--- src/rtl/player_vertical_motion_if.sv ---
// Gravity-direction <-> vertical-motion link: tick/dir/lines forward, height and status back.
interface player_vertical_motion_if;
    logic       tick;
    logic       dir;
    logic [2:0] lines;
    logic [8:0] height;
    logic       grounded;
    logic       landed;
    logic       is_dead;

    modport master (output tick, dir, lines, input height, grounded, landed, is_dead);
    modport slave  (input tick, dir, lines, output height, grounded, landed, is_dead);
endinterface

--- src/rtl/player_vertical_motion.sv ---
// Per-frame vertical motion integrator: landing on supported lines, death at screen edges.
// Optional PLAYER_ACCEL_EN: ramping velocity (1..STEP_MAX) instead of a constant STEP.
module player_vertical_motion #(
    parameter int unsigned START_H  = 120,
    parameter int unsigned STEP     = 4,
    parameter int unsigned STEP_MAX = 8,
    parameter int unsigned LAND_DN0 = 120,
    parameter int unsigned LAND_DN1 = 240,
    parameter int unsigned LAND_UP1 = 180,
    parameter int unsigned LAND_UP2 = 300,
    parameter int unsigned KILL_BOT = 420
) (
    input  logic                     i_clk,
    input  logic                     i_reset,
    player_vertical_motion_if.slave  bus
);

    localparam int unsigned HW = 9;
    localparam int unsigned AW = 10;

    if (!(STEP > 0 && (60 % STEP) == 0 && STEP_MAX > 0 && STEP_MAX < 16)) begin : g_bad_cfg
        $error("player_vertical_motion: STEP must divide 60 and STEP_MAX must fit 4 bits");
    end

    typedef enum logic [1:0] {
        ST_GROUNDED = 2'd0,
        ST_AIRBORNE = 2'd1,
        ST_DEAD     = 2'd2
    } state_t;

    state_t          r_state;
    state_t          w_state_nx;
    logic [HW-1:0]   r_height;
    logic [HW-1:0]   w_height_nx;
    logic            r_landed;
    logic            w_landed_nx;
    logic            w_sup;
    logic [AW-1:0]   w_h;
    logic [AW-1:0]   w_v;
    logic [AW-1:0]   w_cand;

    assign w_h = AW'(r_height);

    // Resting on a present line at the rest height that matches the current gravity.
    always_comb begin
        if (!bus.dir)
            w_sup = (w_h == AW'(LAND_DN0) && bus.lines[0]) ||
                    (w_h == AW'(LAND_DN1) && bus.lines[1]);
        else
            w_sup = (w_h == AW'(LAND_UP1) && bus.lines[1]) ||
                    (w_h == AW'(LAND_UP2) && bus.lines[2]);
    end

`ifdef PLAYER_ACCEL_EN
    localparam int unsigned VW = 4;

    logic [VW-1:0] r_vel;
    logic [VW-1:0] w_vel_nx;
    logic [VW-1:0] w_vel_step;
    logic          r_dir;

    // A gravity flip restarts the ramp; otherwise accelerate up to the cap.
    always_comb begin
        w_vel_step = VW'(1);
        if (bus.dir == r_dir) begin
            if (r_vel < VW'(STEP_MAX))
                w_vel_step = r_vel + VW'(1);
            else
                w_vel_step = VW'(STEP_MAX);
        end
    end

    assign w_v = AW'(w_vel_step);

    always_comb begin
        w_vel_nx = r_vel;
        if (bus.tick)
            w_vel_nx = (r_state == ST_AIRBORNE && w_state_nx == ST_AIRBORNE) ? w_vel_step : '0;
    end

    always_ff @(posedge i_clk or negedge i_reset) begin
        if (!i_reset) begin
            r_vel <= '0;
            r_dir <= 1'b0;
        end else if (bus.tick) begin
            r_vel <= w_vel_nx;
            r_dir <= bus.dir;
        end
    end
`else
    assign w_v = AW'(STEP);
`endif

    // Next-state: landing is checked before death so a line at the edge still catches the player.
    always_comb begin
        w_state_nx  = r_state;
        w_height_nx = r_height;
        w_landed_nx = 1'b0;
        w_cand      = '0;
        if (bus.tick) begin
            case (r_state)
                ST_GROUNDED: begin
                    if (!w_sup)
                        w_state_nx = ST_AIRBORNE;
                end
                ST_AIRBORNE: begin
                    if (!bus.dir) begin
                        w_cand = w_h + w_v;
                        if (bus.lines[0] && w_h < AW'(LAND_DN0) && AW'(LAND_DN0) <= w_cand) begin
                            w_height_nx = HW'(LAND_DN0);
                            w_state_nx  = ST_GROUNDED;
                            w_landed_nx = 1'b1;
                        end else if (bus.lines[1] && w_h < AW'(LAND_DN1) && AW'(LAND_DN1) <= w_cand) begin
                            w_height_nx = HW'(LAND_DN1);
                            w_state_nx  = ST_GROUNDED;
                            w_landed_nx = 1'b1;
                        end else if (w_cand >= AW'(KILL_BOT)) begin
                            w_height_nx = HW'(KILL_BOT);
                            w_state_nx  = ST_DEAD;
                        end else begin
                            w_height_nx = HW'(w_cand);
                        end
                    end else if (w_h > w_v) begin
                        w_cand = w_h - w_v;
                        if (bus.lines[2] && w_cand <= AW'(LAND_UP2) && AW'(LAND_UP2) < w_h) begin
                            w_height_nx = HW'(LAND_UP2);
                            w_state_nx  = ST_GROUNDED;
                            w_landed_nx = 1'b1;
                        end else if (bus.lines[1] && w_cand <= AW'(LAND_UP1) && AW'(LAND_UP1) < w_h) begin
                            w_height_nx = HW'(LAND_UP1);
                            w_state_nx  = ST_GROUNDED;
                            w_landed_nx = 1'b1;
                        end else begin
                            w_height_nx = HW'(w_cand);
                        end
                    end else begin
                        w_height_nx = '0;
                        w_state_nx  = ST_DEAD;
                    end
                end
                default: ;
            endcase
        end
    end

    always_ff @(posedge i_clk or negedge i_reset) begin
        if (!i_reset) begin
            r_state  <= ST_GROUNDED;
            r_height <= HW'(START_H);
            r_landed <= 1'b0;
        end else begin
            r_state  <= w_state_nx;
            r_height <= w_height_nx;
            r_landed <= w_landed_nx;
        end
    end

    assign bus.height   = r_height;
    assign bus.grounded = (r_state == ST_GROUNDED);
    assign bus.landed   = r_landed;
    assign bus.is_dead  = (r_state == ST_DEAD);

endmodule

--- src/flat_wrapper.sv ---
// flat-port wrapper written by rule: the top's interface ports become plain ports
module player_vertical_motion_flat 
#(
    parameter int unsigned START_H  = 120,
    parameter int unsigned STEP     = 4,
    parameter int unsigned STEP_MAX = 8,
    parameter int unsigned LAND_DN0 = 120,
    parameter int unsigned LAND_DN1 = 240,
    parameter int unsigned LAND_UP1 = 180,
    parameter int unsigned LAND_UP2 = 300,
    parameter int unsigned KILL_BOT = 420
)
  (i_clk, i_reset, bus_tick, bus_dir, bus_lines, bus_height, bus_grounded, bus_landed, bus_is_dead);
  player_vertical_motion_if bus_i ();
  input  logic i_clk;
  input  logic i_reset;
  input wire logic [$bits(bus_i.tick)-1:0] bus_tick;
  input wire logic [$bits(bus_i.dir)-1:0] bus_dir;
  input wire logic [$bits(bus_i.lines)-1:0] bus_lines;
  output wire logic [$bits(bus_i.height)-1:0] bus_height;
  output wire logic [$bits(bus_i.grounded)-1:0] bus_grounded;
  output wire logic [$bits(bus_i.landed)-1:0] bus_landed;
  output wire logic [$bits(bus_i.is_dead)-1:0] bus_is_dead;
  assign bus_i.tick = bus_tick;
  assign bus_i.dir = bus_dir;
  assign bus_i.lines = bus_lines;
  assign bus_height = bus_i.height;
  assign bus_grounded = bus_i.grounded;
  assign bus_landed = bus_i.landed;
  assign bus_is_dead = bus_i.is_dead;
  player_vertical_motion #(.START_H(START_H), .STEP(STEP), .STEP_MAX(STEP_MAX), .LAND_DN0(LAND_DN0), .LAND_DN1(LAND_DN1), .LAND_UP1(LAND_UP1), .LAND_UP2(LAND_UP2), .KILL_BOT(KILL_BOT)) u_core (.i_clk(i_clk), .i_reset(i_reset), .bus(bus_i));
endmodule
--- config.mk ---
export PLATFORM = sky130hd
export DESIGN_NAME = player_vertical_motion_flat
export DESIGN_NICKNAME = d
export VERILOG_FILES = /design/src/rtl/player_vertical_motion_if.sv /design/src/rtl/player_vertical_motion.sv /design/src/flat_wrapper.sv
export SDC_FILE = /design/constraint.sdc
export NUM_CORES = 1
export LEC_CHECK = 0
export BUFFER_PORTS_ARGS = -buffer_cell sky130_fd_sc_hd__buf_2
export CORE_MARGIN = 5
export CORE_UTILIZATION = 35
export DETAILED_ROUTE_END_ITERATION = 7
export GPL_TIMING_DRIVEN = 0
export PLACE_DENSITY = 0.6
export SYNTH_ARGS = -nofsm -noshare
export SYNTH_HDL_FRONTEND = slang
export SYNTH_SLANG_ARGS = --single-unit
export TNS_END_PERCENT = 100
--- constraint.sdc ---
create_clock -name i_clk -period 3.5 [get_ports i_clk]
set_input_delay 0.7 -clock i_clk [delete_from_list [all_inputs] [get_ports i_clk]]
set_output_delay 0.7 -clock i_clk [all_outputs]
set_load 0.005 [all_outputs]
==> results of run 1 <==
==> Yosys cell counts (all sizes together), types with 2 or more instances <==
| cell | instances |
|---|---|
| o2111ai | 2 |
| ha | 6 |
| o21ai | 8 |
| and3 | 3 |
| nor2b | 4 |
| inv | 7 |
| a22oi | 2 |
| nor4b | 4 |
| nor2 | 21 |
| a31oi | 2 |
| clkbuf | 9 |
| nor3b | 2 |
| dfstp | 4 |
| o211ai | 2 |
| nor4 | 2 |
| or2 | 4 |
| nand2 | 12 |
| a21oi | 10 |
| nor3 | 6 |
| nand4 | 5 |
| dfrtp | 6 |
| nand3 | 10 |
| mux2i | 3 |
| buf | 9 |
| xnor2 | 2 |
| a211oi | 5 |
| nand2b | 3 |
| a31o | 2 |
| o22ai | 2 |
| a32oi | 3 |
==> critical path, stage by stage (launching register included) <==
cell	delay, ps
dfstp_2	590
buf_6	150
buf_4	170
inv_1	100
ha_1	230
clkbuf_8	180
nor4b_1	250
a32oi_1	140
a2111oi_4	500
nor2_1	150
a32oi_1	230
nand4_1	130
==> final cells by class <==
type                            count  area share [%]
Tap cell                           50            3.69
Timing Repair Buffer               16            4.72
Sequential cell                    10            15.0
Multi-Input combinational cell    152            61.4
Buffer                             18            10.4
Inverter                            7            1.55
Clock buffer                        4            3.24
==> kinds of logic after synthesis <==
family / Yosys count
other: 1
AND/OR/NAND/NOR: 85
buffers and inverters: 25
flip-flops: 10
AO/OA/AOI/OAI: 53
multiplexers: 3
adder cells (fa/ha/maj): 6
XOR/XNOR: 3
==> stage by stage <==
stage          cell area (sq um)  std cells  total power, mW  setup WS, ps
6_report                    1700        257             1.23           563
5_1_grt                     1700        257             1.32           365
4_1_cts                     1700        257             1.21           610
3_5_place_dp                1640        253             1.07           613
3_3_place_gp                1640        253             1.08           603
2_1_floorplan               1500        187            0.843          1030
==> sequential cells by signal, indices dropped and copies added, names as in the netlist <==
signal and count:
u_core.bus.height 7, u_core.bus.landed 1, u_core.r_state 2
==> worst min-delay path by stage <==
| stage | start | end | cells after the start |
|---|---|---|---|
| 2_1_floorplan | i_reset | u_core.bus.height[2] | 0 |
| 3_3_place_gp | u_core.r_state[1] | u_core.r_state[1] | 1 |
| 3_5_place_dp | u_core.r_state[1] | u_core.r_state[1] | 1 |
| 4_1_cts | i_reset | u_core.bus.height[7] | 1 |
| 5_1_grt | i_reset | u_core.bus.height[7] | 1 |
| 6_report | i_reset | u_core.bus.height[7] | 1 |
==> layer usage <==
layer,part of all wire [%],GRT usage [%],wire length (um),vias up
li1,-,-,-,735
met1,43,24.5,1970,717
met2,45,25.1,2050,95
met3,8.8,3.03,397,15
met4,2.6,5.63,119,0
met5,0,0,0,-
==> where the power goes <==
part	switching, mW	internal, mW	total, mW
Combinational	0.500	0.364	0.864
Sequential	0.0610	0.159	0.220
Clock	0.0430	0.0987	0.142
Total	0.604	0.621	1.23
==> metrics.yaml, run 1 <==
timing:
  setup-violations-final: 0
  holdWs_ps: 314
  finClkSkew_ps: 2.12
  rsz0062_at_grt: "false"
  fin_setup_tns_ps: 0
  fin_crit_ps: 2940
  fin_crit_sh_pct: 83.9
  max_clock_freq_mhz: 340
  drv_slew: 0
  hold_viol_final: 0
grt:
  grt_pass1_wl_um: 7500
  grt_usage_pct: 16.9
  antenna_found_initial: 0
  grt_pass1_vias: 1488
  grt_max_degree: 11
  grt_overflow: 0
pwr:
  p_leak_nw: 0.679
  ir_drop_mv: 0.203
  power_density_nw_per_um2: 722
synth:
  synth_top_family_by_area: "simple AND/OR/NAND/NOR gates"
  ys_types: 68
  synthArstFlopShare_pct: 100
  synth_edf_count: 0
  synth_seq_cells: 10
  synthesis.area_sq_um: 1500
  synth_top_cell_area_share_pct: 10.0
  yosys.area_share.simple_pct: 31.1
  ys_seq_area_share_pct: 17.1
  syn_inst: 186
  synth_xor_area_share_pct: 1.76
  synthAdderAreaFrac_pct: 5.02
  synthTopCellsByArea: "dfrtp_1, dfstp_2, nor2_1"
  synth_top_area_cell: "dfrtp_1"
  synth-main-ff-cell: "dfrtp_1"
  synth_area_per_cell_sq_um: 8.04
  synth_mux_area_share_pct: 2.01
  synth-compound-area-share_pct: 29.2
  yosys_warnings: 0
clock_network:
  cts.sinks: 10
  clkTransAtPathRegs_ps: 50
  cts-root-buf: "clkbuf_8"
  post_cts_resized: 0
  post_cts_hold_buffer_count: 0
  clk_latency_ps: 230
  clockBufferDepth: 2
  cts_inserted_buffers: 3
  htree_levels: 1
  cts_tree: "done"
  postCtsSetupBuffers: 0
worst_setup_path:
  endpoint: "u_core.bus.height[6]"
  crit_fanout: 10
  reg2reg_from: "u_core.bus.height[3]"
  crit_path_start_kind: "register"
  timing.rr.end: "u_core.bus.height[6]"
  endpoint_kind: "register"
  crit_required_ps: 3640
  rr_worst_depth: 11
  worstPathArrival_ps: 3080
  critPathKind: "reg -> reg"
  crit_start: "u_core.bus.height[3]"
  reg2reg_slack_ps: 560
floorplan:
  start_util_pct: 36.8
  coreArea_sq_um: 4060
  fp.dieArea_sq_um: 5680
  fp-row-count: 23
  die_h_um: 75.4
  fp.dieW_um: 75.4
  pin_count: 19
routing:
  wl_per_cell_um: 17.6
  drtIter0Drc: 172
  first_pass_iters: 4
  dr_total_vias: 1562
  ant_nets: 0
  vias_per_cell: 6.08
  routed_wl_um: 4530
  drc: 0
final_layout:
  diodes: 0
  fill_cells: 423
  final_common_cell: "nor2_1"
  areaGrowthSynthToFinish_pct: 13.5
  multi_input_area_sq_um: 1040
  utilization_pct: 41.8
  final_cell_mix: "nor2_1, buf_2, nand2_1, a21oi_1, nand3_1"
  drive_above_1_share_pct: 25.1
  final_nets: 221
  final-seq-area_sq_um: 255
outcome:
  status: "complete, no violations"
worst_hold_path:
  hold_path.class: "in -> async"
place:
  port_buffers: 16
  gp_congestion: 1.02
  hpwl_um: 3490
flow_run:
  drv_cap: 0
(Power assumes the default switching activity.)
==> run 2, diff against run 1 <==
Settings changed: ABC_AREA set to 1, PLACE_DENSITY 0.6 to 0.61.
Clock period 3.5 ns to 2.79 ns, I/O delays scaled along.
==> run 2 against run 1 <==
Combinational power shrank 97%. Synthesized area down 18%. Cell area shrank 18%. Clock-buffer cell count is the same. Sequential power down 34%. Global-route usage fell by 2.3 points. Sequential share of layout area increased by 3.2 points. Die area down 16%. Core utilization is 0.30 points lower. Worst setup slack got worse by 44 ps. Critical path type unchanged. Critical endpoint is now u_core.bus.height[7]. Highest routed layer unchanged.
==> metrics.yaml, run 2 <==
clock_network:
  cts_inserted_buffers: 3
  clk_latency_ps: 270
  post_cts_hold_buffer_count: 0
  postCtsSetupBuffers: 0
  htree_levels: 1
  post_cts_resized: 0
  cts_tree: "done"
  cts-root-buf: "clkbuf_4"
  cts.sinks: 10
  clkTransAtPathRegs_ps: 70
  clockBufferDepth: 2
synth:
  synth_seq_cells: 10
  synthArstFlopShare_pct: 100
  yosys_warnings: 0
  ys_top_cells_by_count: "nand2_1, inv_1, nand3_1, nor2_1, a21oi_1"
  syn_inst: 213
  ys_types: 26
  synth_top_cell_area_share_pct: 23.7
  synthesis.area_sq_um: 1220
  synth_edf_count: 0
  synth_most_common_cell: "nand2_1"
  ys_seq_area_share_pct: 20.9
  synth-main-ff-cell: "dfrtp_1"
  synth_top_area_cell: "nand2_1"
  synthTopCellsByArea: "nand2_1, dfrtp_1, nand3_1"
  synth_area_per_cell_sq_um: 5.72
timing:
  fin_setup_tns_ps: 0
  worst_slack_ps: 518
  fin_crit_ps: 2270
  hold_viol_final: 0
  drv_slew: 0
  rsz0062_at_grt: "false"
  setup-violations-final: 0
  max_clock_freq_mhz: 440
  fin_crit_sh_pct: 81.4
  finClkSkew_ps: 0.386
  holdWs_ps: 135
grt:
  grt_usage_pct: 14.6
  grt_pass1_vias: 1235
  grt_overflow: 0
  grt_max_degree: 11
  antenna_found_initial: 0
  grt_pass1_wl_um: 5840
worst_setup_path:
  slowest_delay_ps: 650
  endpoint_kind: "register"
  crit_required_ps: 2990
  crit_path_top_delay_cell: "dfstp_2"
  worst-path-buf-inv: 3
  crit_path_start_kind: "register"
  path_delay_family: "simple AND/OR/NAND/NOR gates"
  crit_fanout: 9
  critPathKind: "reg -> reg"
  timing.critical_path.mode_cell: "nand2_1"
  cp_cell_sequence: "inv_1 -> ha_1 -> nand2_1 -> inv_1 -> nand3_1 -> nand2_1 -> nor2_2 -> inv_1 -> a21oi_1 -> nand2_1 -> nand2_1 -> nand2_1 -> o21ai_1"
  worstPathArrival_ps: 2470
routing:
  ant_nets: 0
  vias_per_cell: 4.82
  drtIter0Drc: 137
  wl_per_cell_um: 12.3
  drc: 0
  first_pass_iters: 4
  routed_wl_um: 3440
  dr_total_vias: 1349
place:
  gp_congestion: 0.983
  detailedPlace.worstSlack_ps: 583
  port_buffers: 16
  hpwl_um: 2730
  place_inst: 276
pwr:
  power_density_nw_per_um2: 218
  power.total_mw: 0.304
  p_leak_nw: 0.815
  ir_drop_mv: 0.207
outcome:
  status: "complete, no violations"
floorplan:
  fp.dieW_um: 69.0
  coreArea_sq_um: 3360
  pin_count: 19
  die_h_um: 69.0
  fp-row-count: 21
  start_util_pct: 36.2
  fp.dieArea_sq_um: 4760
final_layout:
  final_common_cell: "nand2_1"
  final_nets: 248
  drive_above_1_share_pct: 16.7
  fill_cells: 401
  largest_reg_flops: 7
  diodes: 0
  areaGrowthSynthToFinish_pct: 14.6
  final_cell_mix: "nand2_1, inv_1, nor2_1, nand3_1, buf_2"
  stdcell_count: 280
flow_run:
  drv_cap: 0
worst_hold_path:
  hold_path.class: "in -> async"
run 2: cell count changes after synthesis, sizes merged, moves of 4 or more:
| cell | change |
|---|---|
| nand2 | +68 |
| inv | +19 |
| nand3 | +15 |
| clkbuf | -9 |
| nor2 | +7 |
| a211oi | -4 |
| buf | -4 |
| nor2b | -4 |
| nor3 | -4 |
| nor4b | -4 |
| or2 | -4 |
run 2: worst paths after layout:
kind	start	endpoint	slack, ps	depth (start not counted)
min in group i_clk	u_core.r_state[1]	u_core.r_state[1]	550	2
worst min-delay path	i_reset	u_core.bus.height[7]	130	1
worst min register to register	u_core.r_state[1]	u_core.r_state[1]	550	2
worst max-delay path	u_core.bus.height[3]	u_core.bus.height[7]	520	13
max in group asynchronous	i_reset	u_core.bus.height[5]	2400	1
worst max register to register	u_core.bus.height[3]	u_core.bus.height[7]	520	13
run 2: worst reg2reg max path, stage by stage (launching register included):
cell and delay (ps):
dfstp_2 650, inv_1 130, ha_1 280, nand2_1 110, inv_1 70, nand3_1 80, nand2_1 70, nor2_2 220
inv_1 110, a21oi_1 220, nand2_1 90, nand2_1 70, nand2_1 50, o21ai_1 70
run 2: cells by family after synthesis:
| family | Yosys count | synth area share, % |
|---|---|---|
| flip-flops | 10 | 20.9 |
| other | 1 | 0.308 |
| adder cells (fa/ha/maj) | 6 | 6.16 |
| AND/OR/NAND/NOR | 143 | 50.9 |
| XOR/XNOR | 4 | 2.88 |
| AO/OA/AOI/OAI | 18 | 7.80 |
| buffers and inverters | 31 | 11.0 |
run 2: area by class of cell:
type / count / area, sq um / share of cell area [%]
clock buffer: 4 / 36.3 / 2.60
sequential: 10 / 255 / 18.3
buffer: 5 / 36.3 / 2.60
timing repair buffer: 16 / 80.1 / 5.73
tap: 46 / 57.6 / 4.12
inverter: 26 / 97.6 / 6.99
multi-input combinational: 173 / 833 / 59.7
run 2: power breakdown:
part	switching [mW]	internal, mW
clock network	0.0556	0.0794
registers	0	0.145
logic	0.0156	0.00858
total	0.0712	0.233
run 2: layer usage:
layer  global-route usage (%)  up-vias  share of wire [%]
li1                         -      713                  -
met1                     20.2      592                 48
met2                     22.5       42                 44
met3                     4.36        2                7.8
met4                     2.60        0               0.44
met5                        0        -                  0
run 2: metrics by stage:
stage / utilization, % / cell area (sq um)
detailed placement: 40.4 / 1360
floorplan: - / 1220
CTS: 41.5 / 1400
global route: 41.5 / 1400
global placement: 40.4 / 1360
finish: 41.5 / 1400
==> run 3, diff against run 2 <==
Settings changed: ABC_AREA 1 to 0, PLACE_DENSITY 0.61 to 0.6.
Clock period 2.79 ns to 2.2 ns, I/O delays scaled along.
==> run 3 against run 2 <==
The run now ends with setup timing left. Register-to-register slack got worse by 750 ps. Non-clock buffer count up 33. Sequential share of layout area fell by 5.7 points. Die area rose by 19%.
==> metrics.yaml, run 3 (synthesis results as in run 1) <==
routing:
  wl_per_cell_um: 19.0
  first_pass_iters: 4
  vias_per_cell: 6.02
  routed_wl_um: 5260
  dr_total_vias: 1667
  ant_nets: 0
  drc: 0
  drtIter0Drc: 205
floorplan:
  coreArea_sq_um: 4060
  fp.dieW_um: 75.4
  fp-row-count: 23
  pin_count: 19
  die_h_um: 75.4
  start_util_pct: 36.8
  fp.dieArea_sq_um: 5680
outcome:
  status: "finished with violations"
  failed_checks: "setup timing"
final_layout:
  areaGrowthSynthToFinish_pct: 36.7
  drive_above_1_share_pct: 43.2
  utilization_pct: 50.4
  final_cell_mix: "nor2_1, buf_4, buf_2, nand2_1, nand3_1"
  diodes: 0
  design_area_sq_um: 2040
  largest_reg_flops: 7
  final_nets: 241
timing:
  hold_viol_final: 0
  worstMarginPinSlew_ps: 560
  worst_slack_ps: -235
  fin_crit_ps: 2440
  finClkSkew_ps: 0.399
  rsz0062_at_grt: "true"
  fin_crit_sh_pct: 111
  max_slew_margin_pct: 62.6
  max_clock_freq_mhz: 411
  setup-violations-final: 9
  drv_slew: 0
clock_network:
  clkTransAtPathRegs_ps: 50
  clockBufferDepth: 2
  cts-root-buf: "clkbuf_8"
  htree_levels: 1
  cts.sinks: 10
  cts_tree: "done"
  cts_inserted_buffers: 3
  clk_latency_ps: 230
  post_cts_hold_buffer_count: 0
grt:
  antenna_found_initial: 0
  grt_max_degree: 11
  grt_pass1_wl_um: 8250
  grt_usage_pct: 19.0
  grt_pass1_vias: 1631
  grt_overflow: 0
pwr:
  p_leak_nw: 0.821
  ir_drop_mv: 0.341
  power_density_nw_per_um2: 1220
place:
  gp_congestion: 0.874
  hpwl_um: 3560
  place_area_sq_um: 1670
  port_buffers: 16
worst_setup_path:
  crit_fanout: 8
  crit_path_start_kind: "register"
  endpoint_kind: "register"
  worstPathArrival_ps: 2570
  reg2reg_slack_ps: -240
  critPathKind: "reg -> reg"
  crit_required_ps: 2330
worst_hold_path:
  hold_path.class: "in -> async"
flow_run:
  drv_cap: 0
[run 3: cell type report]
class / count / area, sq um
fillers: 384 / 2010
clock buffers: 4 / 55.1
repair buffers: 37 / 249
inverters: 7 / 35.0
plain buffers: 17 / 193
well taps: 50 / 62.6
flip-flops and latches: 10 / 256
multi-input cells: 152 / 1190
[run 3: what timing repair did]
action | 4_1_cts | 5_1_grt
resized for setup | 18 | 19
setup buffers | 15 | 8
pin swaps | 10 | 16
endpoints found under the setup margin | 10 | 10
[run 3: metrics by stage]
stage | std cells | power, mW | hold WS (ps) | setup WS (ps) | setup TNS, ps
2_1_floorplan | 187 | 1.39 | 144 | -263 | -1150
3_3_place_gp | 253 | 1.75 | 306 | -686 | -5110
3_5_place_dp | 253 | 1.75 | 315 | -722 | -5360
4_1_cts | 271 | 2.27 | 62.7 | -223 | -1370
5_1_grt | 277 | 2.64 | 76.8 | -369 | -2540
6_report | 277 | 2.48 | 60.2 | -235 | -1520
[run 3: path summary, 6_finish.rpt]
| path | from | end | depth (start not counted) |
|---|---|---|---|
| min in group i_clk | u_core.r_state[1] | u_core.r_state[1] | 1 |
| worst max register to register | u_core.bus.height[3] | u_core.bus.height[4] | 12 |
| worst max-delay path | u_core.bus.height[3] | u_core.bus.height[4] | 12 |
| worst min-delay path | i_reset | u_core.bus.height[8] | 1 |
| worst min register to register | u_core.r_state[1] | u_core.r_state[1] | 1 |
| max in group asynchronous | i_reset | u_core.bus.height[3] | 1 |
[run 3: per-layer routing]
| metal | GRT usage [%] | vias up | share of wire [%] |
|---|---|---|---|
| met3 | 3.30 | 14 | 8.0 |
| met2 | 30.5 | 86 | 49 |
| met4 | 6.80 | 0 | 3.0 |
| met5 | 0 | - | 0 |
| met1 | 25.5 | 786 | 40 |
| li1 | - | 781 | - |
[run 3: power breakdown]
part           switching [mW]  leakage, nW  internal, mW
registers              0.0787        0.107         0.254
logic                    1.02        0.685         0.901
clock network          0.0742       0.0288         0.158
[run 3: worst max-delay path, cell delays in order, from the launching register on]
cell and delay [ps]:
dfstp_2 560, buf_6 120, buf_8 100, inv_6 30, ha_4 150, clkbuf_16 150, o21ba_4 220, o21ai_2 60
a2111oi_4 360, buf_6 180, nor3_1 50, o31ai_1 200, nand3_1 150
